**config.mk**
```make
export PLATFORM = sky130hd
export DESIGN_NAME = seq_watchdog
export DESIGN_NICKNAME = d
export VERILOG_FILES = /design/src/rtl/seq_watchdog.sv
export SDC_FILE = /design/constraint.sdc
export NUM_CORES = 1
export LEC_CHECK = 0
export CAP_MARGIN = 30
export CORE_MARGIN = 1.5
export CORE_UTILIZATION = 50
export CTS_CLUSTER_SIZE = 24
export DETAILED_ROUTE_END_ITERATION = 10
export GPL_TIMING_DRIVEN = 0
export PLACE_DENSITY = 0.71
export SETUP_SLACK_MARGIN = 0.5
export SYNTH_ARGS = -nofsm -noshare
export SYNTH_HDL_FRONTEND = slang
export SYNTH_SLANG_ARGS = --single-unit
```
**constraint.sdc**
```tcl
create_clock -name clk -period 7.3 [get_ports clk]
set_input_delay 1.46 -clock clk [delete_from_list [all_inputs] [get_ports clk]]
set_output_delay 1.46 -clock clk [all_outputs]
set_load 0.005 [all_outputs]
```
**src/rtl/seq_watchdog.sv**
```systemverilog
// Per-unit cycle watchdog: counts enabled cycles and flags when the limit is reached.
module seq_watchdog #(
    parameter int CNT_W = 32
) (
    input  logic             clk,
    input  logic             reset,
    input  logic             clear,
    input  logic             enable,
    input  logic [CNT_W-1:0] limit,
    output logic             expired
);

    logic [CNT_W-1:0] count_q;
    logic [CNT_W-1:0] count_d;

    // Expires on the limit-th enabled cycle since the last clear.
    assign expired = enable && (({1'b0, count_q} + (CNT_W + 1)'(1)) >= {1'b0, limit});

    always_comb begin
        count_d = count_q;
        if (clear) begin
            count_d = '0;
        end else if (enable && !expired) begin
            count_d = count_q + CNT_W'(1);
        end
    end

    always_ff @(posedge clk) begin
        if (reset) begin
            count_q <= '0;
        end else begin
            count_q <= count_d;
        end
    end

endmodule

```
==> metrics.cfg <==
[timing]
slew_violations=0
slew_headroom_pct=65.1
tightest_slew_ns=0.524
hold_viol=0
timing.final.ws_setup_ns=1.04
max_freq_mhz=160
setup_viol=0
rsz0062_at_grt=false
period_needed_ns=6.26
tns_ns=0
fin_skew_ns=0.00414
final.period_utilization_pct=85.7

[grt]
grt_max_degree=11
grt_pass1_vias=2381
gr-usage-all-layers_pct=22.5
grt_pass1_wl_mm=10.8
overflow=0
grt_antenna_before_repair=0

[detailed_routing]
ant_nets=0
first_pass_iters=4
wl_per_cell_um=13.4
viasPerCell=5.45
via_count=2519
first_iter_violations=108
drc=0
wl_mm=6.19

[run_status]
status=complete, no violations

[yosys]
syn-cell-area_um2=2760
syn_inst=348
synth_nets=417
ys.warnings.count=0
ys_types=46
yosysSeqAreaShare_pct=23.2
synth.avg_cell_area_um2=7.92
yosys_register_bits=32

[critical_path]
crit_start=count_q[0]
required_ns=5.84
worstPathMaxFanout=7
regToRegEndpoint=count_q[31]
r2r_slack_ns=2.60
critPathMaxStageDelay_ns=0.45
worstSetupStartpointType=register
reg2reg_depth=19
rr_startpoint=count_q[0]
cp_slowest_cell=clkdlybuf4s50_1
end_kind=output pin
worstPathCellList=ha_1 -> nand3_1 -> or2_1 -> buf_6 -> nor2_2 -> and2b_1 -> and3_1 -> nand3_1 -> xnor2_1 -> ha_1 -> and4_1 -> and4_4 -> a221oi_2 -> o211ai_1 -> and3_1 -> nor2_1 -> nor2_1 -> clkdlybuf4s50_1
crit_arrival_ns=4.80
criticalPathCategory=reg -> out

[final_layout]
seq_area_um2=641
reg_top3=count_q: 32 flops
syn2layout_area_growth_pct=19.6
multiInputGateArea_um2=1910
layout_common_cells=36 x inv_1, 36 x clkdlybuf4s50_1, 33 x ha_1
drive_above_1_share_pct=7.65
nNetsFinal=460
diodes=0
largest_reg_flops=32
largest_register=count_q
fillerInstances=477

[floorplan]
die_width_um=77.3
dieArea_um2=5970
rows=26
initial_utilization_pct=53.0
num_io_pins=37
core_area_um2=5200
die_h_um=77.3

[clock_network]
post_cts_buffers=0
cts_tree=yes
insertion_delay_ns=0.28
cts.clk_slew.worst_paths_ns=0.07
cts_root_buffer=clkbuf_8
clkSinkCount=32
ctsHoldBuffers=0
numCtsBuffers=5
htree_levels=2
cts_resized=0
cts_buffer_depth=2

[placed_design]
pre_cts_ws_ns=1.37
dp_hpwl_mm=4.82
port_buffers=36
gp_congestion=0.807

[power]
p_leak_nw=1.42
p_per_area_nw_per_um2=111
ir_drop_v=0.0000732

[min_path]
whs_endpoint=count_q[1]
hold_class=reg -> reg
hold_depth=2
min_from=count_q[1]

[run]
max_cap_viol_count=0

[cells by family after synthesis]
group / count (synthesis) / synth area share (%)
AOI/OAI and AO/OA: 76 / 17.2
xor gates and xnor gates: 39 / 12.4
adders and majority gates: 33 / 15.0
buffers and inverters: 47 / 7.63
DFF: 32 / 23.2
and+or+nand+nor: 121 / 24.5
[synthesized netlist by cell type (all sizes together)]
cell | number | area [um2]
a221oi | 2 | 23.8
clkbuf | 5 | 20.0
a311oi | 1 | 8.76
o21ai | 22 | 121
a21bo | 1 | 10.0
xor2 | 18 | 158
nand3 | 14 | 70.1
or2 | 4 | 25.0
inv | 36 | 135
and2 | 2 | 12.5
o211ai | 7 | 52.6
dfxtp | 32 | 641
a31oi | 4 | 25.0
a41o | 2 | 20.0
nand4 | 6 | 37.5
nand2 | 28 | 105
and3 | 7 | 58.8
nor3 | 4 | 31.3
a21o | 2 | 15.0
o31ai | 2 | 15.0
or3 | 18 | 118
and2b | 1 | 7.51
o2111ai | 2 | 17.5
ha | 33 | 413
xnor2 | 21 | 184
a21oi | 28 | 144
o21a | 1 | 7.51
buf | 6 | 55.1
nor2 | 24 | 100
or4 | 5 | 37.5
a211oi | 2 | 15.0
and4 | 7 | 66.3
nor2b | 1 | 6.26
[worst max-delay path, delay by kind of cell (launching register included)]
kind,cells,cell delay [ns]
simple gates,11,2.25
flops,1,0.43
compound gates,2,0.47
fa+ha+maj,2,0.54
buf+inv,2,0.59
xor+xnor,1,0.20
[metal layers]
metal	wire length (um)	track usage (%)	vias to the layer above
met4	80	6.91	0
li1	-	-	1317
met5	0	0	-
met3	202	3.57	8
met2	2990	39.3	41
met1	2920	28.1	1153
[where the power goes]
group          internal, W  total (W)  switching, W
Combinational    0.0000261  0.0000473     0.0000212
Clock            0.0000752   0.000144     0.0000684
Sequential        0.000175   0.000175   0.000000600
[layout make-up]
type	instances	share of cell area [%]
Tap cell	70	2.66
Buffer	11	2.28
Clock buffer	6	2.50
Inverter	36	4.10
Sequential cell	32	19.4
Clock inverter	2	0.304
Timing Repair Buffer	36	10.9
Multi-Input combinational cell	269	57.8
[through the flow]
stage / std cells / hold slack [ns] / cell area [um2] / power [W] / util [%]
after floorplan: 348 / 0.466 / 2760 / 0.000200 / -
after global placement: 454 / 0.486 / 3200 / 0.000226 / 61.6
after detailed placement: 454 / 0.489 / 3200 / 0.000227 / 61.6
after CTS: 462 / 0.500 / 3300 / 0.000371 / 63.3
after global routing: 462 / 0.524 / 3300 / 0.000384 / 63.3
final: 462 / 0.498 / 3300 / 0.000366 / 63.3
[worst max-delay path by stage]
| stage | end | cells after the start |
|---|---|---|
| finish | expired | 18 |
| CTS | expired | 18 |
| detailed placement | expired | 18 |
| floorplan | expired | 17 |
| global route | expired | 18 |
| global placement | expired | 18 |
Power figures use the tool's default switching activity.
==> edit: new RTL, config.mk and constraints unchanged <==
`CNT_W`: 32 -> 16.
--- a/src/rtl/seq_watchdog.sv
+++ b/src/rtl/seq_watchdog.sv
@@ -2,3 +2,3 @@
 module seq_watchdog #(
-    parameter int CNT_W = 32
+    parameter int CNT_W = 16
 ) (
Ports: changed (resized limit); port bits go from 37 to 21. The function was not compared with the original's and may differ.
==> edit against the unedited design <==
Register-to-register slack gained 1.3 ns; first-iteration DRC count fell by 31%; global-route usage up 1.7 points; total power fell by 52%; synthesized area shrank 48%; cell area shrank 48%; non-clock buffer count decreased by 19; setup slack better by 0.63 ns; sequential cell count shrank 16; routed wire length down 42%; critical path type is now input port to primary output; largest power group unchanged; highest routed layer unchanged.
==> edit: results <==
metrics = {
    "status": {
        "status": "complete, no violations",
    },
    "route": {
        "first_iter_violations": 75,
        "wire_per_inst_um": 15.10,
        "vias": 1409,
        "wirelength_um": 3564,
    },
    "critical_path": {
        "endpoint": "expired",
        "critical_path_peak_fanout": 10,
        "crit_path_start": "limit[15]",
        "arrival_ns": 4.17,
        "reg2reg_slack_ns": 3.86,
        "crit_family": "buffers and inverters",
        "r2r-end": "count_q[11]",
        "timing.rr.start": "count_q[0]",
        "r2r_cells": 14,
        "critPathMaxStageDelay_ns": 0.49,
    },
    "cells_and_area": {
        "finalNetCount": 243,
        "reg.largest.list": "count_q: 16 flops",
        "antenna_cells": 0,
        "final_layout_size_suffix_gt1_frac": 0.06829,
    },
    "synth": {
        "synth.distinct_cells": 36,
        "synth_seq_area_share": 0.2226,
        "synth_area_leaders": "dfxtp_1 22%, ha_1 15%, a21oi_1 4.9%",
        "syn_nets": 219,
        "synth_common_cells": "18 x inv_1, 17 x ha_1, 17 x nand2_1, 16 x dfxtp_1, 14 x a21oi_1",
        "avgSynthCellArea_um2": 7.906,
        "yosys_warnings": 0,
        "synthArstFlopShare": 0,
    },
    "clock_network": {
        "clock_latency_ns": 0.31,
        "htree_levels": 1,
        "numCtsBuffers": 3,
        "ctsResizeCount": 0,
        "cts_root_buf": "clkbuf_4",
        "clock_path_buffers": 2,
        "path_clk_slew_ns": 0.11,
        "post_cts_buffers": 0,
    },
    "place": {
        "gp_congestion": 0.8354,
        "dp_hpwl_um": 2756,
        "place_area_um2": 1668,
        "dp.cells": 232,
        "portBuffers": 19,
    },
    "timing": {
        "worst_pin_slew_ns": 0.6093,
        "clock_skew_ns": 0.01115,
        "fmax_mhz": 177.6,
        "holdWs_ns": 0.5242,
    },
    "global_routing": {
        "grt_pass1_wl_um": 6051,
        "grt_max_degree": 11,
        "antenna_found_initial": 0,
        "grt_use_total": 0.2416,
    },
    "pwr": {
        "irDropWorstVdd_v": 0.00009701,
        "p_leak_nw": 0.7418,
    },
    "worst_hold_path": {
        "whs_endpoint": "count_q[13]",
        "hold_start": "count_q[13]",
    },
}
-- edit: metal layers --
metal,track usage,vias up,routed length (um)
met5,0,-,0
met4,0.1190,0,71
met3,0.02765,7,189
met2,0.3970,38,1616
met1,0.3111,643,1686
li1,-,721,-
-- edit: area by class of cell --
cell class	instances	area (um^2)
Tap cell	31	38.79
Sequential cell	16	320.3
Clock buffer	4	36.28
Buffer	9	40.04
Inverter	18	67.56
Fill cell	258	1030
Multi-Input combinational cell	139	1011
Timing Repair Buffer	19	190.2
-- edit: cells by family after synthesis --
kind of cell	share of synthesized area
flip-flops	0.2226
buffers and inverters	0.07477
multiplexers	0.006957
XOR/XNOR	0.08522
adder cells (fa/ha/maj)	0.1478
AO/OA/AOI/OAI	0.2043
AND/OR/NAND/NOR	0.2583
-- edit: where the power goes --
part	internal (mW)	leakage (nW)	switching, mW
registers	0.0876	0.129	0.000547
logic	0.0135	0.592	0.0117
clock network	0.0305	0.0210	0.0323
